$ cat src/rtl/cram_loader_pkg.sv
// rtl/cram_loader_pkg.sv - shared types and helpers for the multi-lane CRAM loader
package cram_loader_pkg;

    typedef enum logic [2:0] {
        IDLE     = 3'd0,
        WR_WAIT  = 3'd1,
        WR_SHIFT = 3'd2,
        RB_SHIFT = 3'd3,
        RB_OUT   = 3'd4
    } state_e;

    typedef enum logic {
        CRAM_WRITE    = 1'b0,
        CRAM_READBACK = 1'b1
    } mode_e;

    // Counter width for a 0..n-1 count, never narrower than one bit.
    function automatic int cnt_w(input int n);
        return (n > 1) ? $clog2(n) : 1;
    endfunction

endpackage

$ cat src/rtl/cram_word_shifter.sv
// rtl/cram_word_shifter.sv - word register: parallel load / LANES-bit shift out, LANES-bit shift in / parallel read
module cram_word_shifter #(
    parameter int WORD_W = 32,
    parameter int LANES  = 4
) (
    input  logic              clk,
    input  logic              rst,
    input  logic              load,
    input  logic [WORD_W-1:0] load_data,
    input  logic              shift,
    input  logic [LANES-1:0]  shift_in,
    output logic [LANES-1:0]  lanes_out,
    output logic [WORD_W-1:0] word
);

    // One right shift serves both directions: the low lanes leave first,
    // captured lanes enter at the top and reach the bottom after a full word.
    always_ff @(posedge clk) begin
        if (rst) begin
            word <= '0;
        end else if (load) begin
            word <= load_data;
        end else if (shift) begin
            word <= {shift_in, word[WORD_W-1:LANES]};
        end
    end

    assign lanes_out = word[LANES-1:0];

endmodule

$ cat src/rtl/cram_loader.sv
// rtl/cram_loader.sv - word-stream to multi-lane CRAM chain loader with recirculating readback
module cram_loader
    import cram_loader_pkg::*;
#(
    parameter int LANES     = 4,
    parameter int CHAIN_LEN = 256,
    parameter int WORD_W    = 32
) (
    input  logic              clk,
    input  logic              rst,
    input  logic              start,
    input  logic              mode,
    input  logic              abort,
    input  logic              wr_valid,
    output logic              wr_ready,
    input  logic [WORD_W-1:0] wr_data,
    output logic              rd_valid,
    input  logic              rd_ready,
    output logic [WORD_W-1:0] rd_data,
    output logic              cfg_en,
    output logic [LANES-1:0]  cfg_dout,
    input  logic [LANES-1:0]  cfg_din,
    output logic              busy,
    output logic              done,
    output logic              fabric_hold
);

    localparam int SPW    = WORD_W / LANES;
    localparam int NWORDS = CHAIN_LEN * LANES / WORD_W;
    localparam int SCW    = cnt_w(SPW);
    localparam int WCW    = cnt_w(NWORDS);
    localparam logic [SCW-1:0] SHIFT_LAST = SCW'(SPW - 1);
    localparam logic [WCW-1:0] WORD_LAST  = WCW'(NWORDS - 1);

    localparam logic [2:0] S_IDLE     = IDLE;
    localparam logic [2:0] S_WR_WAIT  = WR_WAIT;
    localparam logic [2:0] S_WR_SHIFT = WR_SHIFT;
    localparam logic [2:0] S_RB_SHIFT = RB_SHIFT;
    localparam logic [2:0] S_RB_OUT   = RB_OUT;

    logic [2:0]       state;
    mode_e            mode_q;
    logic [SCW-1:0]   shift_cnt;
    logic [WCW-1:0]   word_cnt;
    logic [LANES-1:0] dout_q;

    logic              sh_load;
    logic              sh_shift;
    logic [LANES-1:0]  sh_lanes;
    logic [WORD_W-1:0] sh_word;

    // Step 0 goes straight to dout_q at the handshake, so the shifter keeps
    // the remaining steps and its low lanes are always the next step.
    assign sh_load  = (state == S_WR_WAIT) && wr_valid && !abort;
    assign sh_shift = (state == S_WR_SHIFT) || (state == S_RB_SHIFT);

    cram_word_shifter #(
        .WORD_W (WORD_W),
        .LANES  (LANES)
    ) u_shifter (
        .clk       (clk),
        .rst       (rst),
        .load      (sh_load),
        .load_data (wr_data >> LANES),
        .shift     (sh_shift),
        .shift_in  (cfg_din),
        .lanes_out (sh_lanes),
        .word      (sh_word)
    );

    always_ff @(posedge clk) begin
        if (rst) begin
            state     <= S_IDLE;
            mode_q    <= CRAM_WRITE;
            shift_cnt <= '0;
            word_cnt  <= '0;
            dout_q    <= '0;
            cfg_en    <= 1'b0;
            wr_ready  <= 1'b0;
            rd_valid  <= 1'b0;
            busy      <= 1'b0;
            done      <= 1'b0;
        end else begin
            done <= 1'b0;
            if (abort && state != S_IDLE) begin
                state    <= S_IDLE;
                dout_q   <= '0;
                cfg_en   <= 1'b0;
                wr_ready <= 1'b0;
                rd_valid <= 1'b0;
                busy     <= 1'b0;
            end else begin
                case (state)
                    S_IDLE: begin
                        if (start) begin
                            shift_cnt <= '0;
                            word_cnt  <= '0;
                            busy      <= 1'b1;
                            mode_q    <= mode_e'(mode);
                            if (mode == CRAM_READBACK) begin
                                state  <= S_RB_SHIFT;
                                cfg_en <= 1'b1;
                            end else begin
                                state    <= S_WR_WAIT;
                                wr_ready <= 1'b1;
                            end
                        end
                    end
                    S_WR_WAIT: begin
                        if (wr_valid) begin
                            state    <= S_WR_SHIFT;
                            wr_ready <= 1'b0;
                            cfg_en   <= 1'b1;
                            dout_q   <= wr_data[LANES-1:0];
                        end
                    end
                    S_WR_SHIFT: begin
                        if (shift_cnt == SHIFT_LAST) begin
                            shift_cnt <= '0;
                            cfg_en    <= 1'b0;
                            dout_q    <= '0;
                            if (word_cnt == WORD_LAST) begin
                                state <= S_IDLE;
                                busy  <= 1'b0;
                                done  <= 1'b1;
                            end else begin
                                word_cnt <= word_cnt + 1'b1;
                                state    <= S_WR_WAIT;
                                wr_ready <= 1'b1;
                            end
                        end else begin
                            shift_cnt <= shift_cnt + 1'b1;
                            dout_q    <= sh_lanes;
                        end
                    end
                    S_RB_SHIFT: begin
                        if (shift_cnt == SHIFT_LAST) begin
                            shift_cnt <= '0;
                            cfg_en    <= 1'b0;
                            rd_valid  <= 1'b1;
                            state     <= S_RB_OUT;
                        end else begin
                            shift_cnt <= shift_cnt + 1'b1;
                        end
                    end
                    S_RB_OUT: begin
                        if (rd_ready) begin
                            rd_valid <= 1'b0;
                            if (word_cnt == WORD_LAST) begin
                                state <= S_IDLE;
                                busy  <= 1'b0;
                                done  <= 1'b1;
                            end else begin
                                word_cnt <= word_cnt + 1'b1;
                                state    <= S_RB_SHIFT;
                                cfg_en   <= 1'b1;
                            end
                        end
                    end
                    default: state <= S_IDLE;
                endcase
            end
        end
    end

    // The tail bit must reach the head on the same edge it leaves the chain,
    // so readback bypasses dout_q; the select itself comes only from registers.
    assign cfg_dout    = (cfg_en && mode_q == CRAM_READBACK) ? cfg_din : dout_q;
    assign rd_data     = sh_word;
    assign fabric_hold = busy;

endmodule

$ cat config.mk
export PLATFORM = sky130hd
export DESIGN_NAME = cram_loader
export DESIGN_NICKNAME = d
export VERILOG_FILES = /design/src/rtl/cram_loader_pkg.sv /design/src/rtl/cram_word_shifter.sv /design/src/rtl/cram_loader.sv
export SDC_FILE = /design/constraint.sdc
export NUM_CORES = 1
export LEC_CHECK = 0
export CAP_MARGIN = 25
export CORE_UTILIZATION = 47
export CTS_BUF_LIST = sky130_fd_sc_hd__clkbuf_2
export CTS_CLUSTER_DIAMETER = 60
export DETAILED_ROUTE_END_ITERATION = 8
export PLACE_DENSITY = 0.82
export SLEW_MARGIN = 20
export SYNTH_ARGS = -nofsm -noshare
export SYNTH_HDL_FRONTEND = slang
export SYNTH_SLANG_ARGS = --single-unit
$ cat constraint.sdc
create_clock -name clk -period 2.6 [get_ports clk]
set_clock_uncertainty 0.05 [all_clocks]
set_input_delay 0.52 -clock clk [delete_from_list [all_inputs] [get_ports clk]]
set_output_delay 0.52 -clock clk [all_outputs]
set_load 0.02 [all_outputs]
=== After elaboration in Yosys (flattened, before gate mapping) ===
Cells that the tools add are included.

* Equal/unequal tests: 16
* $mul: 0
* Bitwise operators: 1
* Divide/modulo/power cells: 0
* Add/sub/neg operators: 2
* Multiplexer cells: 47
* Reduce and logical (&&, ||, !) cells: 27
* Shift operators: 0
* $lt $le $gt $ge: 0

{| class="wikitable"
|+ Operators by type and width
! cell !! number
|-
| 2-to-1 mux 28 bit || 2
|-
| 2-to-1 mux 3 bit || 7
|-
| 2-to-1 mux 1 bit || 20
|-
| 2-to-1 mux 5 bit || 4
|-
| case mux 3 bit (5 select lines) || 1
|-
| case mux 5 bit (3 select lines) || 1
|-
| inequality test 2 bit, second input constant || 7
|-
| 2-to-1 mux 4 bit || 3
|-
| AND reduction 5 bit || 2
|-
| AND reduction 3 bit || 3
|-
| nonzero test 3 bit || 3
|-
| case mux 4 bit (2 select lines) || 1
|-
| nonzero test 2 bit || 4
|-
| AND reduction 7 bit || 1
|-
| == test 3 x 2 -> 1 bit, second input constant || 2
|-
| == test 3 bit, second input constant || 2
|-
| inequality test 2 x 1 -> 1 bit, second input constant || 3
|-
| case mux 1 bit (3 select lines) || 2
|-
| case mux 3 bit (2 select lines) || 1
|-
| AND reduction 6 bit || 1
|-
| OR reduction 2 bit || 3
|-
| adder 5 x 1 -> 5 bit, second input constant || 1
|-
| == test 5 bit, second input constant || 1
|-
| logical AND 1 bit || 4
|-
| other kinds (12) || 14
|}

* Register bits after elaboration: 53
* Memories kept: 0
* Memory bits (writable): 0
* Latch bits: 0
* Input bits: 43
* Word-level logic and storage cells: 105
* Memory bits (read-only): 0

=== Depth between registers and ports, before layout ===
* Depth in word-level cells: 4
* Gate-level depth with buffers: 8
* Gate-level depth less buffers: 8

=== By module ===
From an unflattened synthesis, not the netlist that was laid out.

* Cells, all modules: 300
* Area total of the unflattened synthesis: 2,792.7 µm²

{| class="wikitable"
|+ By module, submodules not included
! module !! seq. area each (µm²) !! cells each !! times used !! area an instance (µm²)
|-
| cram_word_shifter || 640.6 || 146 || 1 || 1,540.2
|-
| cram_loader || 420.4 || 154 || 1 || 1,252.5
|}

=== Worst setup path before layout ===
OpenSTA, ideal clock, no wires.

* Path type: register -> register
* Start point: register word_cnt[0]
* End point: register word_cnt[2]
* Arrival time: 1.792 ns
* Data required time: 2.454 ns
* Setup slack: 0.663 ns
* Clock period less this slack: 1.937 ns
* Setup time: 0.096 ns
* Stages on the path, launching flop included: 9
* Cell sequence: dfxtp_1 ha_1 and3_1 ha_1 nand2b_1 a21oi_1 o21ai_1 nand2b_1 o41ai_2

* Longest elaborated chain between the ends: 4
* Elaborated cells on any way between the ends: 6

{| class="wikitable"
|+ RTL lines
! element !! RTL line !! text
|-
| start, declared || cram_loader.sv:44 || <nowiki>logic [WCW-1:0] word_cnt;</nowiki>
|-
| start signal, assigned || cram_loader.sv:127 || <nowiki>word_cnt <= word_cnt + 1'b1;</nowiki>
|-
| start signal, assigned || cram_loader.sv:154 || <nowiki>word_cnt <= word_cnt + 1'b1;</nowiki>
|-
| adder 5 x 1 -> 5 bit or == test 5 bit (tied branches) || -- ||
|-
| 2-to-1 mux 5 bit * || cram_loader.sv:122, cram_loader.sv:149 ||
|-
| 2-to-1 mux 5 bit (on tied branches) || cram_loader.sv:147, cram_loader.sv:118 ||
|-
| case mux 5 bit (3 select lines) * || cram_loader.sv:93 || <nowiki>case (state)</nowiki>
|}

Mark *: on every way between the ends. The rest lies on a longest branch, timed or not. The select of a mux whose other input is x is not followed.
A chain may end at the register's enable or synchronous reset.

=== Worst setup path after layout ===
* Start point: register cfg_en
* End point: output cfg_dout[2]

* Longest elaborated chain between the ends: 2

{| class="wikitable"
|+ RTL lines
! element !! RTL line !! text
|-
| start, declared || cram_loader.sv:20 || <nowiki>output logic cfg_en,</nowiki>
|-
| start signal, assigned || cram_loader.sv:78 || <nowiki>cfg_en <= 1'b0;</nowiki>
|-
| start signal, assigned || cram_loader.sv:88 || <nowiki>cfg_en <= 1'b0;</nowiki>
|-
| start signal, assigned || cram_loader.sv:102 || <nowiki>cfg_en <= 1'b1;</nowiki>
|-
| logical AND 1 bit || cram_loader.sv:168 || <nowiki>assign cfg_dout = (cfg_en && mode_q == CRAM_READBACK) ? cfg_din : dout_q;</nowiki>
|-
| 2-to-1 mux 4 bit || cram_loader.sv:168 ||
|-
| end, declared || cram_loader.sv:21 || <nowiki>output logic [LANES-1:0] cfg_dout,</nowiki>
|}

Every way passes these cells.

==> impl_results.md <==
* Max cap viols at 0
* Leakage at 1.22 nW
* Startpoint types: register
* Avg Cell Area, Syn at 8.52 um^2
* Hold-fix buffers at CTS at 0
* Critical path peak fanout at 4
* Area grow syn2layout at 35.7%
* Drt first pass iters at 5
* M2 GR Usage at 0.403
* GR Overflow Total at 0
* Final Hold Slack at 445 ps
* Global-route wire length before repair at ~11000 um
* Overall routed net length at 6930 um
* Die span in x at 76.2 um
* I/O Pins at 85
* Top post-synthesis cells by area: dfxtp_1 (41%), nand2_1 (6.2%), a21oi_1 (6.0%)
* Clk sink count at 53
* Unique masters post-synth at 47
* Seq/Total Area, Yosys at 0.410
* Vias per cell at 5.69
* H-tree Lvls at 2
* Final hold viol count at 0
* DR WL/cell at 15.3 um
* CP Cell Sequence: nand2_1 -> mux2_2 -> clkdlybuf4s50_1
* ANT nets after route at 0
* Clk slew on worst S/H paths at ~250 ps
* Vias at 2576
* P_int at 1.60 mW
* FF-to-FF setup slack at 350 ps
* Number of enable flip-flop cells after synthesis at 0
* HP Class: reg -> reg
* DRC Markers at 0
* Fin crit period at 2490 ps
* Synthesized flop and latch total at 53
* Post-CTS repair timing setup buffer count at 0
* Post-CTS sizing at 0
* Initial Util at 0.497
* Clock power share at 0.116
* Clk_lat worst skew at approximately 450 ps
* Largest net degree at the start of global routing at 39
* Busiest grt layer: met2
* # setup viols final at 0
* Ys Warns at 0
* Number of port buffers at 84
* Grt met3 use at 0.0455
* Cells after synthesis at 304
* Slowest-stage cell, CP: clkdlybuf4s50_1
* Status: completed
* Synthesized cell area at 2590 um^2
* Antenna violations before repair at 0
* Share of the synthesized area in the top cell type at 0.410
* Sequential fraction of design power at 0.385
* WP data arrival at about 1900 ps
* Die Y at 76.2 um
* Gate power share at 0.498
* Multi-input gate area at about 1400 um^2
* Root Driver: clkbuf_2
* Vias in the first global route at approximately 2400
* Max Slew Vio Count at 0
* Slew headroom at 0.520
* Max clock buf depth at 2
* Drt first-iter violations at 147
* Layout cell share with drive strength beyond 1 at 0.0888
* Tightest Pin Transition at 716 ps
* Ant. Diodes at 0
* Part of the cycle the worst path needs at 0.958
* Synth async-reset ratio at 0
* # nets final at 430
* Top achievable clock speed at 401 MHz
* CORE AREA at around 5200 um^2
* Sw power at roughly 1.2 mW
* CTS tree: yes
* Hpwl dp at 5010 um
* GPL Wtd Cong at 0.831
* Row count at 26
* Critical path class: reg -> out
* Total global-route track usage at 0.243
* Slowest stage delay, CP at 540 ps
* GRT met1 Usage at 0.314
* Setup total negative slack at 0 ps
* Critical Path End Type: output pin
* Full die area at ~5800 um^2
* Main synth FF type: dfxtp_1
* Fillers at about 460
* CP Data Required Time at 2030 ps
* Number of buffers created by CTS at 5
* Cell Pwr Density at between 800 and 900 nW/um^2
* Area leader, netlist: dfxtp_1
* Net Count, Synth at 352
* Switch share at 0.430
* Storage element area at 1060 um^2
* RSZ-0062 raised after global routing: no
* Worst vdd ir at 0.376 mV
[logic make-up after synthesis]
| group | count (synthesis) | share of synthesized area |
|---|---|---|
| AO/OA/AOI/OAI | 93 | 0.238 |
| XOR/XNOR | 1 | 0.00338 |
| adder cells (fa/ha/maj) | 5 | 0.0242 |
| buffers and inverters | 26 | 0.0503 |
| flip-flops | 53 | 0.410 |
| multiplexers | 12 | 0.0483 |
| AND/OR/NAND/NOR | 114 | 0.226 |
[power by group through the flow]
| stage | Combinational (mW) | Sequential, mW | Clock [mW] |
|---|---|---|---|
| finish | 1.40 | 1.08 | 0.327 |
| global route | 1.53 | 1.10 | 0.363 |
| CTS | 1.39 | 1.08 | 0.336 |
| detailed placement | 1.38 | 1.10 | 0 |
| global placement | 1.37 | 1.10 | 0 |
| floorplan | 0.874 | 1.15 | 0 |
[synthesized netlist by cell type (2+ instances only)]
cell type and n:
a311oi_1 13, mux2_2 4, ha_1 5, buf_2 11
nand3_1 3, inv_1 3, dfxtp_1 53, nor3_2 4
o2111ai_1 2, nor2_1 26, nor2_2 2, buf_4 5
and3_1 2, clkbuf_1 5, nor3_1 8, nand2_1 43
nor2b_1 5, o21a_1 2, a21oi_1 31, nor2_4 2
nand2b_1 6, o21ai_0 10, nand3b_1 5, a22oi_1 19
mux2i_1 8, a31oi_1 3, o31ai_1 2, o21ai_1 3
[flip-flops by register name, indices dropped and copies added, names as in the netlist]
| name | cells |
|---|---|
| busy | 1 |
| cfg_en | 1 |
| done | 1 |
| dout_q | 4 |
| mode_q | 1 |
| rd_valid | 1 |
| shift_cnt | 3 |
| state | 3 |
| u_shifter.word | 32 |
| word_cnt | 5 |
| wr_ready | 1 |
[metrics by stage]
step / cell area [um^2] / total power, mW / setup slack, ps / utilization / instances
3_3_place_gp: 3460 / 2.47 / 206 / 0.666 / 444
2_1_floorplan: 2590 / 2.02 / 663 / - / 304
6_report: 3510 / 2.81 / 108 / 0.675 / 453
4_1_cts: 3510 / 2.80 / 85.7 / 0.674 / 452
3_5_place_dp: 3460 / 2.48 / 193 / 0.666 / 444
5_1_grt: 3510 / 2.99 / 27.1 / 0.675 / 453
[layout by cell type (no fill, tap or decap), types with 6 or more instances in the layout]
cell	instances
nor3_1	8
a311oi_1	13
a21oi_1	31
nand2_1	43
buf_4	9
nand2b_1	6
nor2_1	26
dfxtp_1	53
a22oi_1	19
mux2i_1	8
o21ai_0	10
clkdlybuf4s50_1	84
[routing by layer]
metal / routed length (um) / up-vias / part of all wire
li1: - / 1257 / -
met1: 3140 / 1205 / 0.45
met2: 3240 / 100 / 0.47
met3: 422 / 14 / 0.061
met4: 127 / 0 / 0.018
met5: 0 / - / 0
[critical path: cells and delay by family, from the launching register on]
kind / cells / cell delay [ps]
buf+inv: 1 / 540
flops: 1 / 390
mux: 1 / 360
simple gates: 1 / 200
[path summary, 6_finish.rpt]
kind                                        start                end  cells after the start
worst max-delay path                       cfg_en        cfg_dout[2]                      3
worst min register to register  u_shifter.word[5]  u_shifter.word[5]                      2
worst min-delay path            u_shifter.word[5]  u_shifter.word[5]                      2
worst max register to register        word_cnt[0]        word_cnt[0]                      8
[area by class of cell]
type	count	area share
clock inverters	3	0.00463
inverters	4	0.00427
flip-flops and latches	53	0.302
well taps	70	0.0249
multi-input cells	225	0.399
clock buffers	5	0.00712
repair buffers	93	0.259
Power figures use the tool's default switching activity.
